--- src/rtl/int_ctrl_if.sv ---
// ---------------------------------------------------------------------------
// int_ctrl_if : request/enable/acknowledge bundle between int_ctrl and the cu
// Rev 1.0 : initial release
// ---------------------------------------------------------------------------
`default_nettype none

interface int_ctrl_if #(
    parameter int NUM_IRQ = 8,
    parameter int ID_W    = $clog2(NUM_IRQ)
);
    logic [NUM_IRQ-1:0] irq;
    logic               ld_en;
    logic [NUM_IRQ-1:0] en_in;
    logic [NUM_IRQ-1:0] en;
    logic               imask;
    logic               int_ack;
    logic               eoi;
    logic               hwint;
    logic [ID_W-1:0]    int_id;
    logic               int_active;
    logic [NUM_IRQ-1:0] pending;

    // Driven by the request sources and the cu
    modport master (
        output irq, ld_en, en_in, imask, int_ack, eoi,
        input  en, hwint, int_id, int_active, pending
    );

    // Implemented by int_ctrl
    modport slave (
        input  irq, ld_en, en_in, imask, int_ack, eoi,
        output en, hwint, int_id, int_active, pending
    );
endinterface

`default_nettype wire

--- src/rtl/int_ctrl.sv ---
// ---------------------------------------------------------------------------
// int_ctrl : priority interrupt controller feeding hwint/int_id to the cu
// Optional macro INT_CTRL_LEVEL_EN selects level-sensitive sources.
// Rev 1.0 : initial release
// ---------------------------------------------------------------------------
`default_nettype none

module int_ctrl #(
    parameter int NUM_IRQ = 8,
    parameter int ID_W    = $clog2(NUM_IRQ)
) (
    input  logic       clk,
    input  logic       rst,
    int_ctrl_if.slave  bus
);

    typedef enum logic [1:0] {
        IDLE = 2'd0,
        REQ  = 2'd1,
        SVC  = 2'd2
    } state_t;

    state_t             state;
    logic [NUM_IRQ-1:0] en_r;
    logic               hwint_r;
    logic [ID_W-1:0]    id_r;
    logic               active_r;
    logic [NUM_IRQ-1:0] pend;
    logic [NUM_IRQ-1:0] cand;

    function automatic logic [ID_W-1:0] prio(input logic [NUM_IRQ-1:0] v);
        prio = '0;
        for (int i = NUM_IRQ - 1; i >= 0; i--) begin
            if (v[i]) prio = ID_W'(i);
        end
    endfunction

`ifdef INT_CTRL_LEVEL_EN
    // Level sources: a request exists exactly while the line is high and enabled
    assign pend = bus.irq & en_r;
`else
    logic [NUM_IRQ-1:0] irq_q;
    logic [NUM_IRQ-1:0] pend_r;
    logic [NUM_IRQ-1:0] rise;
    logic [NUM_IRQ-1:0] ack_clr;

    assign rise    = bus.irq & ~irq_q;
    assign ack_clr = ((state == REQ) && bus.int_ack) ? (NUM_IRQ'(1) << id_r) : '0;

    // Clear before set so a fresh edge on the acknowledged source is not lost
    always_ff @(posedge clk) begin
        irq_q <= bus.irq;
        if (rst) begin
            pend_r <= '0;
        end else begin
            pend_r <= (pend_r & ~ack_clr) | rise;
        end
    end

    assign pend = pend_r;
`endif

    assign cand = pend & en_r;

    always_ff @(posedge clk) begin
        if (rst) begin
            state    <= IDLE;
            hwint_r  <= 1'b0;
            id_r     <= '0;
            active_r <= 1'b0;
            en_r     <= '0;
        end else begin
            if (bus.ld_en) en_r <= bus.en_in;
            case (state)
                IDLE: begin
                    if ((cand != '0) && !bus.imask) begin
                        id_r    <= prio(cand);
                        hwint_r <= 1'b1;
                        state   <= REQ;
                    end
                end
                REQ: begin
                    // id stays frozen here; a withdrawn or masked request re-arbitrates from IDLE
                    if (bus.int_ack) begin
                        hwint_r  <= 1'b0;
                        active_r <= 1'b1;
                        state    <= SVC;
                    end else if (bus.imask || !cand[id_r]) begin
                        hwint_r <= 1'b0;
                        state   <= IDLE;
                    end
                end
                SVC: begin
                    if (bus.eoi) begin
                        active_r <= 1'b0;
                        state    <= IDLE;
                    end
                end
                default: begin
                    hwint_r <= 1'b0;
                    state   <= IDLE;
                end
            endcase
        end
    end

    assign bus.en         = en_r;
    assign bus.hwint      = hwint_r;
    assign bus.int_id     = id_r;
    assign bus.int_active = active_r;
    assign bus.pending    = pend;

endmodule

`default_nettype wire

--- src/flat_wrapper.sv ---
// flat-port wrapper written by rule: the top's interface ports become plain ports
module int_ctrl_flat 
#(
    parameter int NUM_IRQ = 8,
    parameter int ID_W    = $clog2(NUM_IRQ)
)
  (clk, rst, bus_irq, bus_ld_en, bus_en_in, bus_imask, bus_int_ack, bus_eoi, bus_en, bus_hwint, bus_int_id, bus_int_active, bus_pending);
  int_ctrl_if #(.NUM_IRQ(NUM_IRQ), .ID_W(ID_W)) bus_i ();
  input  logic clk;
  input  logic rst;
  input wire logic [$bits(bus_i.irq)-1:0] bus_irq;
  input wire logic [$bits(bus_i.ld_en)-1:0] bus_ld_en;
  input wire logic [$bits(bus_i.en_in)-1:0] bus_en_in;
  input wire logic [$bits(bus_i.imask)-1:0] bus_imask;
  input wire logic [$bits(bus_i.int_ack)-1:0] bus_int_ack;
  input wire logic [$bits(bus_i.eoi)-1:0] bus_eoi;
  output wire logic [$bits(bus_i.en)-1:0] bus_en;
  output wire logic [$bits(bus_i.hwint)-1:0] bus_hwint;
  output wire logic [$bits(bus_i.int_id)-1:0] bus_int_id;
  output wire logic [$bits(bus_i.int_active)-1:0] bus_int_active;
  output wire logic [$bits(bus_i.pending)-1:0] bus_pending;
  assign bus_i.irq = bus_irq;
  assign bus_i.ld_en = bus_ld_en;
  assign bus_i.en_in = bus_en_in;
  assign bus_i.imask = bus_imask;
  assign bus_i.int_ack = bus_int_ack;
  assign bus_i.eoi = bus_eoi;
  assign bus_en = bus_i.en;
  assign bus_hwint = bus_i.hwint;
  assign bus_int_id = bus_i.int_id;
  assign bus_int_active = bus_i.int_active;
  assign bus_pending = bus_i.pending;
  int_ctrl #(.NUM_IRQ(NUM_IRQ), .ID_W(ID_W)) u_core (.clk(clk), .rst(rst), .bus(bus_i));
endmodule
--- config.mk ---
export PLATFORM = sky130hd
export DESIGN_NAME = int_ctrl_flat
export DESIGN_NICKNAME = d
export VERILOG_FILES = /design/src/rtl/int_ctrl_if.sv /design/src/rtl/int_ctrl.sv /design/src/flat_wrapper.sv
export SDC_FILE = /design/constraint.sdc
export NUM_CORES = 1
export LEC_CHECK = 0
export BUFFER_PORTS_ARGS = -buffer_cell sky130_fd_sc_hd__buf_2
export CORE_MARGIN = 2
export CORE_UTILIZATION = 40
export DETAILED_ROUTE_END_ITERATION = 12
export MAX_ROUTING_LAYER = met4
export PLACE_DENSITY = 0.78
export SKIP_CTS_REPAIR_TIMING = 1
export SLEW_MARGIN = 25
export SYNTH_ARGS = -nofsm -noshare
export SYNTH_HDL_FRONTEND = slang
export SYNTH_SLANG_ARGS = --single-unit
export TNS_END_PERCENT = 1
--- constraint.sdc ---
create_clock -name clk -period 1.25 [get_ports clk]
set_input_delay 0.125 -clock clk [delete_from_list [all_inputs] [get_ports clk]]
set_output_delay 0.125 -clock clk [all_outputs]
set_load 0.1 [all_outputs]
Word-level counts from Yosys, hierarchy flattened

Index checks and enable logic that the tools add are counted.

Flip-flop bits (word level): 31
Input port bits: 22
Output and inout port bits: 21
Logic and storage cells: 57

$lt $le $gt $ge: 1
Equality and inequality tests: 6
Shift-type cells: 1
Muxes and demuxes: 23
Bitwise gates (word level): 7
Reductions and logical operators: 12

Operator list:

| operator                                            | number |
|---|---|
| bitwise AND 8 bit                                   | 3 |
| 2-to-1 mux 3 bit                                    | 8 |
| NOT 8 bit                                           | 2 |
| AND reduction 3 bit                                 | 3 |
| 2-to-1 mux 2 bit                                    | 4 |
| 2-to-1 mux 8 bit                                    | 1 |
| bitwise OR 8 bit                                    | 1 |
| nonzero test 8 bit                                  | 1 |
| << shifter 1 x 3 -> 8 bit (first input constant)    | 1 |
| 2-to-1 mux 1 bit                                    | 6 |
| one-hot mux 2 bit (3 select lines)                  | 1 |
| < comparator 3 x 4 -> 1 bit (second input constant) | 1 |
| != test 2 bit (second input constant)               | 2 |
| binary-select mux 1 bit (select 3 bit)              | 1 |
| != test 3 bit (second input constant)               | 1 |
| one-hot mux 1 bit (3 select lines)                  | 1 |
| == test 2 x 1 -> 1 bit (second input constant)      | 1 |
| == test 2 bit (second input constant)               | 1 |
| logical AND 1 bit                                   | 2 |
| zero test 1 bit                                     | 2 |
| zero test 2 bit                                     | 1 |
| != test 2 x 1 -> 1 bit (second input constant)      | 1 |
| one-hot mux 1 bit (2 select lines)                  | 1 |
| AND reduction 2 bit                                 | 1 |
| 3 further kinds                                     | 3 |

Depth between registers and ports, before layout

Word-level depth: 9
Depth in mapped cells: 5
Mapped depth without buffers: 4

Worst setup path after synthesis

Ideal clock, no wire load.

Path kind: reg2reg
Start: reg u_core.pend_r[6] (netlist: u_core.bus.pending[6])
End: reg u_core.hwint_r (netlist: u_core.bus.hwint)
Library setup time: 86 ps
Data arrival time: 2041 ps
Data required time: 1164 ps
Path slack: -877 ps
Cell stages (with the launch flop): 5
Path buffers: 0
Clock period less this slack: 2127 ps
Path through: dfxtp_1 -> nand2_1 -> mux4_2 -> o22a_1 -> a221oi_2

Longest elaborated chain between the ends: 7
Elaborated cells between the ends (all ways): 10
Classes of those cells: eq/ne (2); mux (2); bitwise (1); reduce/logical (5)

Ends and longest elaborated chain:

| what                                   | RTL line        | text |
|---|---|---|
| start, declared                        | int_ctrl.sv:43  | `logic [NUM_IRQ-1:0] pend_r;` |
| start signal, assigned                 | int_ctrl.sv:56  | `pend_r <= (pend_r & ~ack_clr) \| rise;` |
| bitwise AND 8 bit (*)                  | int_ctrl.sv:63  | `assign cand = pend & en_r;` |
| binary-select mux 1 bit (select 3 bit) | int_ctrl.sv:88  | `end else if (bus.imask \|\| !cand[id_r]) begin` |
| 2-to-1 mux 1 bit (not written as such) | int_ctrl.sv:88  |  |
| zero test 1 bit                        | int_ctrl.sv:88  |  |
| logical OR 1 bit                       | int_ctrl.sv:88  |  |
| != test 3 bit (no line)                | n/a             |  |
| AND reduction 3 bit (no line) (*)      | n/a             |  |
| end signal, assigned                   | int_ctrl.sv:85  | `hwint_r <= 1'b0;` |
| end signal, assigned                   | int_ctrl.sv:89  | `hwint_r <= 1'b0;` |
| end signal, assigned                   | int_ctrl.sv:100 | `hwint_r <= 1'b0;` |
| end, declared                          | int_ctrl.sv:25  | `logic hwint_r;` |

Mark *: on every way between the ends. The rest lies on a longest branch, timed or not. The select of a mux whose other input is x is not followed.
A chain may end at the register's enable or synchronous reset.

Final worst setup path

Start: reg u_core.en_r[7] (netlist: u_core.bus.en[7])
End: reg u_core.hwint_r (netlist: u_core.bus.hwint)

Longest elaborated chain between the ends: 7
Elaborated cells between the ends (all ways): 10
Classes of those cells: eq/ne (2); mux (2); bitwise (1); reduce/logical (5)

Ends and longest elaborated chain:

| what                                   | RTL line       | text |
|---|---|---|
| start, declared                        | int_ctrl.sv:24 | `logic [NUM_IRQ-1:0] en_r;` |
| start signal, assigned                 | int_ctrl.sv:73 | `if (bus.ld_en) en_r <= bus.en_in;` |
| bitwise AND 8 bit (*)                  | int_ctrl.sv:63 |  |
| binary-select mux 1 bit (select 3 bit) | int_ctrl.sv:88 |  |
| 2-to-1 mux 1 bit (not written as such) | int_ctrl.sv:88 |  |
| zero test 1 bit                        | int_ctrl.sv:88 |  |
| logical OR 1 bit                       | int_ctrl.sv:88 |  |
| != test 3 bit (no line)                | n/a            |  |
| AND reduction 3 bit (no line) (*)      | n/a            |  |

Marks and branches as above.

==> flow_summary.json <==
{
  "crit_type": "reg -> reg",
  "setup_ws_ns": -0.129,
  "synth-edff-count": 0,
  "die_x_um": 59.8,
  "synth.cell_area_mm2": 0.00125,
  "fmax_ghz": 0.725,
  "power_density_mw_per_mm2": 1200,
  "top_level_ports": 43,
  "worstSetupEndpointType": "register",
  "syn2layout_area_growth_pct": 66.2,
  "cts.sinks": 31,
  "finalMaxSlewViolations": 0,
  "placementRows": 20,
  "antennaDiodeCount": 0,
  "rsz0062_at_grt": "true",
  "layout_common_cells": "26 x buf_4, 21 x buf_2, 15 x a21oi_1, 15 x clkbuf_4, 12 x dfxtp_1",
  "finalCritPeriodShare_pct": 110,
  "place_congestion": 0.939,
  "tritoncts": "done",
  "dp_hpwl_um": 2830,
  "synth_cells": 132,
  "viasPerCell": 5.25,
  "root_buffer": "clkbuf_4",
  "hp-class": "in -> reg",
  "stdcell_count": 244,
  "dr.first_iter.drc_count": 56,
  "clockBufferDepth": 2,
  "drv_cap": 0,
  "antenna_found_initial": 0,
  "arrival_ns": 1.62,
  "routed_wirelength_um": 3590,
  "core_mm2": 0.00300,
  "grt_pass1_vias": 1228,
  "drcViolationCount": 0,
  "port-buffer-count": 42,
  "setup_tns_ns": -0.353,
  "grt_pass1_wl_um": 5550,
  "num_vias": 1281,
  "violations": "negative setup slack",
  "start_util_pct": 41.5,
  "dr.pass1.iters": 4,
  "r2r_slack_ns": -0.13,
  "start_kind": "register",
  "place_inst": 228,
  "tightest_slew_ns": 0.312,
  "ys_ff_latch": 31,
  "grt_max_degree": 14,
  "place_area_mm2": 0.00187,
  "chipHeight_um": 59.8,
  "clk_pin_slew_ns": 0.10,
  "avgSynthCellArea_um2": 9.45,
  "yosysWarnings": 0,
  "async_flop_share_pct": 0,
  "slew_headroom_pct": 79.3,
  "crit_fanout": 2,
  "required_ns": 1.49,
  "pre_cts_ws_ns": -0.113,
  "finClkSkew_ns": 0.0132,
  "grt.total_usage_pct": 21.7,
  "wl_per_cell_um": 14.7,
  "mostFrequentLayoutCell": "buf_4",
  "fin_area_mm2": 0.00207,
  "ys_types": 34,
  "vdd_ir_drop_max_uv": 805,
  "grt-ovfl-total": 0,
  "nets": 232,
  "die_area_mm2": 0.00358,
  "synthFlopType": "dfxtp_1",
  "h-tree-depth": 2,
  "clkLatencyLatePin_ns": 0.32,
  "ant_nets": 0,
  "final-setup-viol-count": 5,
  "drive_above_1_share_pct": 50.7,
  "cts_buffers": 5,
  "fin_crit_ns": 1.38,
  "ys_seq_area_share_pct": 49.7,
  "static-leakage-power_nw": 0.909,
  "status": "complete, but fails checks",
  "final_hold_viol_count": 0,
  "synth_nets": 154
}
[state kept, by name (all words and copies together), names as in the netlist]
register,cells
u_core.bus.en,8
u_core.bus.hwint,1
u_core.bus.int_active,1
u_core.bus.int_id,3
u_core.bus.pending,8
u_core.irq_q,8
u_core.state,2
[where the power goes]
group	switching [W]	total [W]	internal [W]	leakage (nW)
registers	0.0000523	0.00110	0.00104	0.267
logic	0.000462	0.000728	0.000265	0.604
clock network	0.000326	0.000657	0.000331	0.0386
[worst max-delay path, cell delays in order (launching register included)]
cell      delay, ns
dfxtp_4        0.37
nand2_2        0.05
mux4_2         0.48
o22a_1         0.20
a221oi_2       0.20
[final timing paths]
| path | start | to | cells past startpoint |
|---|---|---|---|
| max | u_core.bus.en[7] | u_core.bus.hwint | 4 |
| min | bus_en_in[1] | u_core.bus.en[1] | 3 |
| max reg2reg | u_core.bus.en[7] | u_core.bus.hwint | 4 |
| min reg2reg | u_core.bus.hwint | u_core.bus.hwint | 2 |
[cell type report]
class,instances,area [um2]
Fill cell,225,930
Timing Repair Buffer,77,678
Sequential cell,31,669
Multi-Input combinational cell,91,601
Clock buffer,8,68.8
Tap cell,33,41.3
Inverter,4,15.0
[logic make-up after synthesis]
kind of cell	share of synthesized area [%]
DFF	49.7
AOI/OAI and AO/OA	19.4
and+or+nand+nor	19.0
muxes	8.22
buffers and inverters	3.71
[routing by layer]
metal	global-route usage (%)	vias to the layer above	part of all wire, %
met3	4.98	4	6.7
met5	-	-	0
met4	6.67	0	0.64
li1	-	625	-
met1	27.0	605	42
met2	34.8	47	50
[synth_stat cells, types with 2 or more instances]
| master | instances | share of area, % |
|---|---|---|
| a21oi_1 | 15 | 6.0 |
| dfxtp_1 | 31 | 50 |
| nor2_1 | 8 | 2.4 |
| nand2b_1 | 9 | 4.5 |
| inv_1 | 4 | 1.2 |
| clkbuf_1 | 4 | 1.2 |
| nand3_1 | 3 | 1.2 |
| o21ai_1 | 8 | 3.2 |
| o31ai_1 | 2 | 1.2 |
| mux2i_1 | 8 | 6.4 |
| a22oi_1 | 3 | 1.8 |
| and2_1 | 3 | 1.5 |
| nand2_1 | 11 | 3.3 |
| nor3_1 | 3 | 1.2 |
[stage by stage]
stage / power (W) / util [%] / hold WS (ns)
after detailed placement: 0.00180 / 62.3 / 0.247
after floorplan: 0.00155 / - / 0.153
after CTS: 0.00246 / 64.5 / -0.0848
final: 0.00248 / 69.0 / 0.0413
after global placement: 0.00179 / 62.3 / 0.243
after global routing: 0.00259 / 69.0 / 0.0601
No activity file was read; power rests on OpenSTA's default activity.
